<file path="config.mk">
export PLATFORM = sky130hd
export DESIGN_NAME = treemux_rr_arb_flat
export DESIGN_NICKNAME = d
export VERILOG_FILES = /design/src/rtl/treemux_rr_arb_if.sv /design/src/rtl/treemux_rr_arb.sv /design/src/flat_wrapper.sv
export SDC_FILE = /design/constraint.sdc
export NUM_CORES = 1
export LEC_CHECK = 0
export BUFFER_PORTS_ARGS = -buffer_cell sky130_fd_sc_hd__buf_4
export CAP_MARGIN = 10
export CORE_AREA = 4 4 230 232
export DETAILED_ROUTE_END_ITERATION = 12
export DIE_AREA = 0 0 234 236
export GPL_ROUTABILITY_DRIVEN = 0
export PLACE_DENSITY_LB_ADDON = 0.15
export SLEW_MARGIN = 0
export SYNTH_ARGS = -nofsm -noshare
export SYNTH_HDL_FRONTEND = slang
export SYNTH_HIERARCHICAL = 1
export SYNTH_SLANG_ARGS = --single-unit
export TNS_END_PERCENT = 10
</file>
<file path="constraint.sdc">
create_clock -name CLK -period 3.1 [get_ports CLK]
set_input_delay 0.31 -clock CLK [delete_from_list [all_inputs] [get_ports CLK]]
set_output_delay 0.31 -clock CLK [all_outputs]
set_load 0.05 [all_outputs]
</file>
<file path="src/rtl/treemux_rr_arb_if.sv">
// Per-lane valid/ready ingress and registered one-hot egress between the
// packet arbiter and the TreeMux stage.
interface treemux_rr_arb_if #(
  parameter int WIDTH = 72,
  parameter int N     = 4
);
  localparam int SW = $clog2(N);

  logic [WIDTH-1:0] in_data  [N-1:0];
  logic [N-1:0]     in_valid;
  logic [N-1:0]     in_last;
  logic [N-1:0]     in_ready;
  logic             out_ready;
  logic [WIDTH-1:0] out_data [N-1:0];
  logic [N-1:0]     out_valid;
  logic             out_last;
  logic [SW-1:0]    out_src;

  modport master (
    output in_data, in_valid, in_last, out_ready,
    input  in_ready, out_data, out_valid, out_last, out_src
  );

  modport slave (
    input  in_data, in_valid, in_last, out_ready,
    output in_ready, out_data, out_valid, out_last, out_src
  );
endinterface

</file>
<file path="src/rtl/treemux_rr_arb.sv">
// Packet-locking round-robin arbiter feeding the TreeMux pipelined mux with
// registered per-lane data and a one-hot valid pulse per beat.
module treemux_rr_lane #(
  parameter int WIDTH = 72
) (
  input  logic             CLK,
  input  logic             RST,
  input  logic             en,
  input  logic [WIDTH-1:0] d,
  output logic [WIDTH-1:0] q
);
  always_ff @(posedge CLK) begin
    if (RST)     q <= '0;
    else if (en) q <= d;
  end
endmodule

module treemux_rr_arb #(
  parameter int WIDTH = 72,
  parameter int N     = 4
) (
  input  logic              CLK,
  input  logic              RST,
  treemux_rr_arb_if.slave   bus
);
  localparam int SW = $clog2(N);

  logic          lock;
  logic [SW-1:0] owner, ptr, gidx;
  logic [N-1:0]  grant;
  logic [SW:0]   cand;
  logic          found, xfer;

  // Locked: owner only, even if it bubbles. Unlocked: first valid from ptr.
  always_comb begin
    grant = '0;
    gidx  = ptr;
    found = 1'b0;
    cand  = '0;
    if (lock) begin
      grant[owner] = 1'b1;
      gidx         = owner;
    end else begin
      for (int j = 0; j < N; j++) begin
        cand = {1'b0, ptr} + (SW+1)'(j);
        if (cand >= (SW+1)'(N)) cand = cand - (SW+1)'(N);
        if (!found && bus.in_valid[cand[SW-1:0]]) begin
          found                 = 1'b1;
          grant[cand[SW-1:0]]   = 1'b1;
          gidx                  = cand[SW-1:0];
        end
      end
    end
  end

  assign bus.in_ready = {N{!RST && bus.out_ready}} & grant;
  assign xfer         = |(bus.in_valid & bus.in_ready);

  always_ff @(posedge CLK) begin
    if (RST) begin
      lock          <= 1'b0;
      owner         <= '0;
      ptr           <= '0;
      bus.out_valid <= '0;
      bus.out_last  <= 1'b0;
      bus.out_src   <= '0;
    end else begin
      bus.out_valid <= '0;
      if (xfer) begin
        bus.out_valid <= grant;
        bus.out_last  <= bus.in_last[gidx];
        bus.out_src   <= gidx;
        if (bus.in_last[gidx]) begin
          lock <= 1'b0;
          ptr  <= (gidx == SW'(N-1)) ? '0 : gidx + 1'b1;
        end else begin
          lock  <= 1'b1;
          owner <= gidx;
        end
      end
    end
  end

  // Non-granted lanes keep stale data; the mux only looks at the valid lane.
  logic [WIDTH-1:0] dq [N-1:0];
  for (genvar i = 0; i < N; i++) begin : g_lane
    treemux_rr_lane #(.WIDTH(WIDTH)) u_lane (
      .CLK (CLK),
      .RST (RST),
      .en  (xfer && grant[i]),
      .d   (bus.in_data[i]),
      .q   (dq[i])
    );
    assign bus.out_data[i] = dq[i];
  end

  a_onehot: assert property (@(posedge CLK)
    $onehot0(bus.out_valid) && $onehot0(bus.in_ready));
endmodule
</file>
<file path="src/flat_wrapper.sv">
// flat-port wrapper written by rule: the top's interface ports become plain ports
module treemux_rr_arb_flat 
#(
  parameter int WIDTH = 72,
  parameter int N     = 4
)
  (CLK, RST, bus_in_data, bus_in_valid, bus_in_last, bus_out_ready, bus_in_ready, bus_out_data, bus_out_valid, bus_out_last, bus_out_src);
  treemux_rr_arb_if #(.WIDTH(WIDTH), .N(N)) bus_i ();
  input  logic CLK;
  input  logic RST;
  input wire logic [$bits(bus_i.in_data)-1:0] bus_in_data;
  input wire logic [$bits(bus_i.in_valid)-1:0] bus_in_valid;
  input wire logic [$bits(bus_i.in_last)-1:0] bus_in_last;
  input wire logic [$bits(bus_i.out_ready)-1:0] bus_out_ready;
  output wire logic [$bits(bus_i.in_ready)-1:0] bus_in_ready;
  output wire logic [$bits(bus_i.out_data)-1:0] bus_out_data;
  output wire logic [$bits(bus_i.out_valid)-1:0] bus_out_valid;
  output wire logic [$bits(bus_i.out_last)-1:0] bus_out_last;
  output wire logic [$bits(bus_i.out_src)-1:0] bus_out_src;
  assign bus_i.in_data = {>>{bus_in_data}};
  assign bus_i.in_valid = bus_in_valid;
  assign bus_i.in_last = bus_in_last;
  assign bus_i.out_ready = bus_out_ready;
  assign bus_in_ready = bus_i.in_ready;
  assign bus_out_data = {>>{bus_i.out_data}};
  assign bus_out_valid = bus_i.out_valid;
  assign bus_out_last = bus_i.out_last;
  assign bus_out_src = bus_i.out_src;
  treemux_rr_arb #(.WIDTH(WIDTH), .N(N)) u_core (.CLK(CLK), .RST(RST), .bus(bus_i));
endmodule
</file>
# Word-level counts from Yosys, hierarchy flattened
# Index checks and enable logic that the tools add are counted.
[word_totals] register_bits=300 input_bits=299 output_inout_bits=299 elab_cells=111
[classes] addsub=8 magnitude_cmp=15 eq_ne=1 mux=49 bitwise_logic=7 n_reduce_logical=21
[ops] op="4-bit 2-to-1 mux" n=8
[ops] op="2-bit 2-to-1 mux" n=14
[ops] op="2-bit by 3-bit < comparator with 1-bit output, second input constant" n=6
[ops] op="1-bit 2-to-1 mux" n=17
[ops] op="1-bit logical AND" n=13
[ops] op="4-bit bitwise OR" n=3
[ops] op="1-bit binary-select mux with 2-bit select" n=5
[ops] op="1-bit demux with 2-bit select" n=5
[ops] op="2-bit by 1-bit >= comparator with 1-bit output, second input constant" n=5
[ops] op="3-bit >= comparator, second input constant" n=3
[ops] op="4-bit AND" n=2
[ops] op="2-bit by 1-bit subtractor with 2-bit output, second input constant" n=4
[ops] op="2-bit by 2-bit adder with 3-bit output, second input constant" n=2
[ops] op="1-bit zero test" n=4
[ops] op="2-bit AND reduction" n=2
[ops] op="4-bit OR reduction" n=1
[ops] op="2-bit by 1-bit adder with 3-bit output, second input constant" n=1
[ops] op="2-bit by 3-bit >= comparator with 1-bit output, second input constant" n=1
[ops] op="2-bit by 1-bit adder with 2-bit output, second input constant" n=1
[ops] op="2-bit == test, second input constant" n=1
[ops] op="1-bit inverter" n=2
[ops] op="2-bit OR reduction" n=1

# Depth between registers and ports, before layout
[depth] depth_word=24 ltp_mapped=14 depth_no_buf=10

# By module
# Netlist, hierarchy kept.
[modules_own_cells] mod="treemux_rr_lane" instances=4 cells_each=232 area_each_um2=2580.0 seq_area_each_um2=1441.4
[modules_own_cells] mod="treemux_rr_arb" instances=1 cells_each=132 area_each_um2=1108.6 seq_area_each_um2=240.2

# Least setup slack after synthesis
# No wires, ideal clock.
[synth_timing] path_type="reg-to-reg" startpoint="register u_core.ptr[0]" endpoint="register u_core.g_lane[0].u_lane.q[0]" arrival_time_ns=3.083 path_slack_ns=-0.110 path_stages_with_launch=15 period_less_slack_ns=3.210 cell_sequence="dfxtp_1 -> buf_6 -> inv_1 -> ha_1 -> mux4_2 -> nor4b_4 -> a221oi_1 -> a211oi_1 -> nor4_4 -> buf_2 -> nor2_1 -> buf_6 -> buf_8 -> mux2i_1 -> nor2_1"
[synth_between] elab_chain_len=23 elab_cells_between_ends=74
[synth_rtl] item="start, declared" line="treemux_rr_arb.sv:29" rtl="logic [SW-1:0] owner, ptr, gidx;"
[synth_rtl] item="start signal, assigned" line="treemux_rr_arb.sv:75" rtl="ptr <= (gidx == SW'(N-1)) ? '0 : gidx + 1'b1;"
[synth_rtl] item="branches (longest 17 deep; another with 2-bit by 1-bit adder with 3-bit output)"
[synth_rtl] item="4-bit 2-to-1 mux (*)" line="treemux_rr_arb.sv:47" rtl="if (!found && bus.in_valid[cand[SW-1:0]]) begin"
[synth_rtl] item="4-bit 2-to-1 mux (*)" line="treemux_rr_arb.sv:40" rtl="if (lock) begin"
[synth_rtl] item="4-bit AND" line="treemux_rr_arb.sv:56" rtl="assign bus.in_ready = {N{!RST && bus.out_ready}} & grant;"
[synth_rtl] item="4-bit AND" line="treemux_rr_arb.sv:57" rtl="assign xfer = |(bus.in_valid & bus.in_ready);"
[synth_rtl] item="4-bit OR reduction" line="treemux_rr_arb.sv:57"
[synth_rtl] item="1-bit logical AND (*)" line="treemux_rr_arb.sv:90" rtl=".en (xfer && grant[i]),"
[synth_rtl] item="end signal, assigned" line="treemux_rr_arb.sv:13" rtl="if (RST) q <= '0;"
[synth_rtl] item="end signal, assigned" line="treemux_rr_arb.sv:14" rtl="else if (en) q <= d;"
[synth_rtl] item="end, declared" line="treemux_rr_arb.sv:10" rtl="output logic [WIDTH-1:0] q"
# Mark *: on every way between the ends. The select of a mux whose other input is x is not followed.
# A chain may end at the register's enable or synchronous reset.

# Worst setup path after layout
[layout_timing] startpoint="register u_core.ptr[0]" endpoint="register u_core.g_lane[0].u_lane.q[13]"
# Same word-level chain as after synthesis.

==> results_tabular.tex <==
\begin{tabular}{lr}
\hline
Metric & Value \\
\hline
\multicolumn{2}{l}{\textbf{Cells and area}} \\
Number of non-filler instances in the completed layout & 2697 \\
Area delta synth->final & 87.9\% \\
Final-stage net count & 2292 \\
Layout cells sized above 1 & 38.3\% \\
FILL cells & 4919 \\
\multicolumn{2}{l}{\textbf{Pwr}} \\
Switching power share of the total & 35.7\% \\
Switching component of the power & 5.25 mW \\
Power Density & 685 nW/um2 \\
Power share of the sequential group & 31.2\% \\
Clock power share & a little under a third \\
Total power & 14.7 mW \\
Combinational share of power & 38.0\% \\
Internal power summed over all cells & 9.45 mW \\
Peak supply drop & approximately 0.00045 V \\
Leakage dissipation & 9.07 nW \\
\multicolumn{2}{l}{\textbf{Critical path}} \\
Setup crit start kind & register \\
Cells along the critical path & buf\_12 -> mux4\_2 -> nor4b\_4 -> a221oi\_2 -> a211oi\_2 -> nor4\_4 -> buf\_4 -> nor2\_4 -> buf\_12 -> buf\_12 -> mux2i\_2 -> nor2\_1 \\
Critical Path RT & 3.49 ns \\
Most Frequent Cell on Critical Path & sky130\_fd\_sc\_hd\_\_buf\_12 \\
Maximum single-stage delay on the critical path & 0.55 ns \\
Worst-path maximum fanout & 15 \\
Worst setup path class & register to register \\
Category of the worst setup path capture point & register \\
Crit path DAT & 3.52 ns \\
Worst path slowest cell & sky130\_fd\_sc\_hd\_\_mux4\_2 \\
\multicolumn{2}{l}{\textbf{Routing}} \\
Drt wl/cell & 17.1 um \\
Residual antenna-violating net count after detailed routing & 0 \\
Post-Route WL & 46200 um \\
First-pass iteration count of the detailed router & 4 \\
Residual DRC count & 0 \\
Via density & 4.06 \\
DRC violation total after the first TritonRoute iteration & 375 \\
Routed via count & $\sim$11000 \\
\multicolumn{2}{l}{\textbf{Global routing}} \\
Overall track demand over capacity in global routing & 15.2\% \\
Total global routing overflow & 0 \\
Antenna violations before repair & 4 \\
Number of global-route vias before repair & 11413 \\
Maximum number of pins on one net before global-route repair & 140 \\
Wire length of the first global-routing pass & 66000 um \\
\multicolumn{2}{l}{\textbf{Synth}} \\
Mean cell area of the mapped netlist & 10.8 um2 \\
EDFF count, synth & 0 \\
Area fraction of the dominant cell type after synthesis & a little over half \\
Mapped Area & 11400 um2 \\
Cell count after synthesis & 1060 \\
Top area cells in the synthesized netlist & sky130\_fd\_sc\_hd\_\_dfxtp\_1 (53\%), sky130\_fd\_sc\_hd\_\_mux2i\_1 (25\%), sky130\_fd\_sc\_hd\_\_nor2\_1 (10\%) \\
Library cells used by synthesis & 49 \\
Count of state elements after synthesis & 300 \\
Library cell with the largest summed area after synthesis & sky130\_fd\_sc\_hd\_\_dfxtp\_1 \\
Fraction of synthesis flops using an asynchronous set or reset pin & 0\% \\
Number of nets in the synthesized netlist & approximately 1400 \\
Number of warning messages in the yosys log & 6 \\
Primary FF master, synth & sky130\_fd\_sc\_hd\_\_dfxtp\_1 \\
Portion of the post-synthesis area used by sequential elements & 52.6\% \\
\multicolumn{2}{l}{\textbf{Status}} \\
Run status & finished, violations left \\
Violated checks & setup timing \\
\multicolumn{2}{l}{\textbf{Worst hold path}} \\
Type of the tightest min-delay check & primary input to register \\
\multicolumn{2}{l}{\textbf{Clocking}} \\
\# H-tree levels & 2 \\
Clock latency on the worst-skew pair & 0.54 ns \\
Num CTS Buffers & 38 \\
Clock tree buffer depth & 3 \\
CTS root buffer & sky130\_fd\_sc\_hd\_\_clkbuf\_16 \\
TritonCTS Sinks & 300 \\
Clock edge transition at the registers on the reported setup and hold paths & 0.06 ns \\
Clock tree from TritonCTS & yes \\
\multicolumn{2}{l}{\textbf{Floorplan}} \\
Top-Level Pins & 598 \\
Number of standard-cell rows in the floorplan & 83 \\
Effective utilization at floorplan & 22.4\% \\
Chip Height & around 240 um \\
Full die area & about 55000 um2 \\
Die width & 234 um \\
Placeable core region & 51000 um2 \\
\multicolumn{2}{l}{\textbf{STA}} \\
Min setup slack post-route & -0.0265 ns \\
Final count of pins violating max slew & 0 \\
Final setup violation count & 2 \\
Clock Skews & around 0.0093 ns \\
Max-Slew Margin vs Limit & 47.7\% \\
Count of endpoints failing hold in the final timing report & 0 \\
RSZ-0062 raised after global routing & true \\
Part of the cycle the worst path needs & 101\% \\
Peak Freq & 320 MHz \\
Transition at the pin with the smallest max-transition slack & 0.785 ns \\
Minimum clock period & 3.13 ns \\
\multicolumn{2}{l}{\textbf{Placed design}} \\
Place WS & -0.0413 ns \\
DP HPWL & 33500 um \\
Placed cells & 2316 \\
Count of port buffers added during placement & slightly below 600 \\
\multicolumn{2}{l}{\textbf{Flow run}} \\
Number of max-cap violations & 0 \\
\hline
\end{tabular}
==> worst max-delay path, delay by kind of cell, from the launching register on <==
family | cells | cell delay (ns)
AO/OA/AOI/OAI | 2 | 0.46
buffers and inverters | 4 | 0.64
flip-flops | 1 | 0.35
multiplexers | 2 | 0.79
AND/OR/NAND/NOR | 4 | 0.72
==> path summary, 6_finish.rpt <==
check / end / cells after the start / start / slack [ns]
worst min register to register: u_core/bus.out_last / 2 / u_core/bus.out_last / 0.48
worst min-delay path: u_core/g_lane[1].u_lane/q[9] / 3 / bus_in_data[81] / 0.04
worst max-delay path: u_core/g_lane[0].u_lane/q[13] / 12 / u_core/ptr[0] / -0.03
worst max register to register: u_core/g_lane[0].u_lane/q[13] / 12 / u_core/ptr[0] / -0.03
==> cell type report <==
class | count | area (um2) | area share [%]
diodes | 5 | 12.5 | 0.0583
clock buffers | 57 | 1140 | 5.32
clock inverters | 9 | 144 | 0.670
inverters | 7 | 26.3 | 0.122
multi-input cells | 684 | 4920 | 22.9
flip-flops and latches | 300 | 6010 | 28.0
well taps | 680 | 851 | 3.96
repair buffers | 955 | 8370 | 39.0
==> state kept, by name, indices dropped and copies added, names as in the netlist <==
signal	flops
u_core/ptr	2
u_core/bus.out_src	2
u_core/lock	1
u_core/bus.out_last	1
u_core/bus.out_valid	4
u_core/g_lane.u_lane/q	288
u_core/owner	2
==> power by group through the flow <==
stage                     logic, mW  registers [mW]  clock network, mW
after floorplan                1.80            6.15                  0
after global placement         4.96            4.64                  0
after detailed placement       4.96            4.65                  0
after CTS                      5.32            4.58               4.70
after global routing           5.90            4.65               4.87
final                          5.58            4.59               4.53
==> Yosys cell counts, types with 2 or more instances <==
| cell type | instances |
|---|---|
| sky130_fd_sc_hd__nor2_1 | 315 |
| sky130_fd_sc_hd__dfxtp_1 | 300 |
| sky130_fd_sc_hd__mux2i_1 | 291 |
| sky130_fd_sc_hd__buf_8 | 28 |
| sky130_fd_sc_hd__buf_1 | 20 |
| sky130_fd_sc_hd__nand2_1 | 15 |
| sky130_fd_sc_hd__clkbuf_1 | 10 |
| sky130_fd_sc_hd__ha_1 | 7 |
| sky130_fd_sc_hd__inv_1 | 6 |
| sky130_fd_sc_hd__buf_6 | 5 |
| sky130_fd_sc_hd__clkbuf_2 | 4 |
| sky130_fd_sc_hd__mux4_2 | 4 |
| sky130_fd_sc_hd__nand3_1 | 4 |
| sky130_fd_sc_hd__a221oi_1 | 3 |
| sky130_fd_sc_hd__mux2_4 | 3 |
| sky130_fd_sc_hd__nor2b_1 | 3 |
| sky130_fd_sc_hd__a21oi_1 | 2 |
| sky130_fd_sc_hd__a31oi_1 | 2 |
| sky130_fd_sc_hd__a32oi_1 | 2 |
| sky130_fd_sc_hd__a41oi_1 | 2 |
| sky130_fd_sc_hd__and3_1 | 2 |
| sky130_fd_sc_hd__and4_1 | 2 |
| sky130_fd_sc_hd__buf_2 | 2 |
| sky130_fd_sc_hd__nor3_1 | 2 |
| sky130_fd_sc_hd__o21ai_0 | 2 |
==> kinds of logic (layout without fill, tap and decap cells) <==
kind of cell,Yosys count,in the layout,share of synthesized area [%]
AND/OR/NAND/NOR,353,353,12.5
AO/OA/AOI/OAI,26,26,1.83
multiplexers,298,298,26.7
adder cells (fa/ha/maj),7,7,0.766
other,0,5,0
flip-flops,300,300,52.6
buffers and inverters,76,1028,5.65
==> per-layer routing <==
| metal | global-route usage [%] | vias to the layer above | share of wire [%] |
|---|---|---|---|
| li1 | - | 5409 | - |
| met1 | 16.8 | 5081 | 39 |
| met2 | 27.5 | 379 | 51 |
| met3 | 4.99 | 76 | 7.9 |
| met4 | 4.54 | 0 | 2.6 |
| met5 | 0 | - | 0 |
==> placed cells by master, fill, tap and decap left out, types with 5 or more instances in the layout <==
master	count
sky130_fd_sc_hd__mux2i_2	7
sky130_fd_sc_hd__buf_4	631
sky130_fd_sc_hd__buf_16	5
sky130_fd_sc_hd__mux2i_1	284
sky130_fd_sc_hd__dlygate4sd3_1	283
sky130_fd_sc_hd__diode_2	5
sky130_fd_sc_hd__nand2_1	14
sky130_fd_sc_hd__clkbuf_16	45
sky130_fd_sc_hd__clkbuf_8	13
sky130_fd_sc_hd__buf_12	16
sky130_fd_sc_hd__dfxtp_1	298
sky130_fd_sc_hd__ha_1	6
sky130_fd_sc_hd__buf_6	8
sky130_fd_sc_hd__nor2_1	308
sky130_fd_sc_hd__clkbuf_1	7
==> metrics by stage <==
step	utilization [%]	hold WS, ns	instance area, um2	setup TNS (ns)
after floorplan	-	0.457	11500	0
after global routing	42.1	0.0363	21500	-7.89
after CTS	41.1	0.00174	21000	0
final	42.1	0.0371	21500	-0.0346
after detailed placement	33.0	0.465	16800	-0.416
after global placement	33.0	0.473	16800	0
==> repair_timing <==
item | in CTS | in global routing
hold buffers | 283 | 0
pin swaps | 4 | 5
endpoints found under the setup margin | 109 | 280
cloned | 0 | 7
hold endpoints to repair | 283 | 0
buffers inserted | 2 | 18
gates resized for setup | 11 | 35
Power figures use the tool's default switching activity.
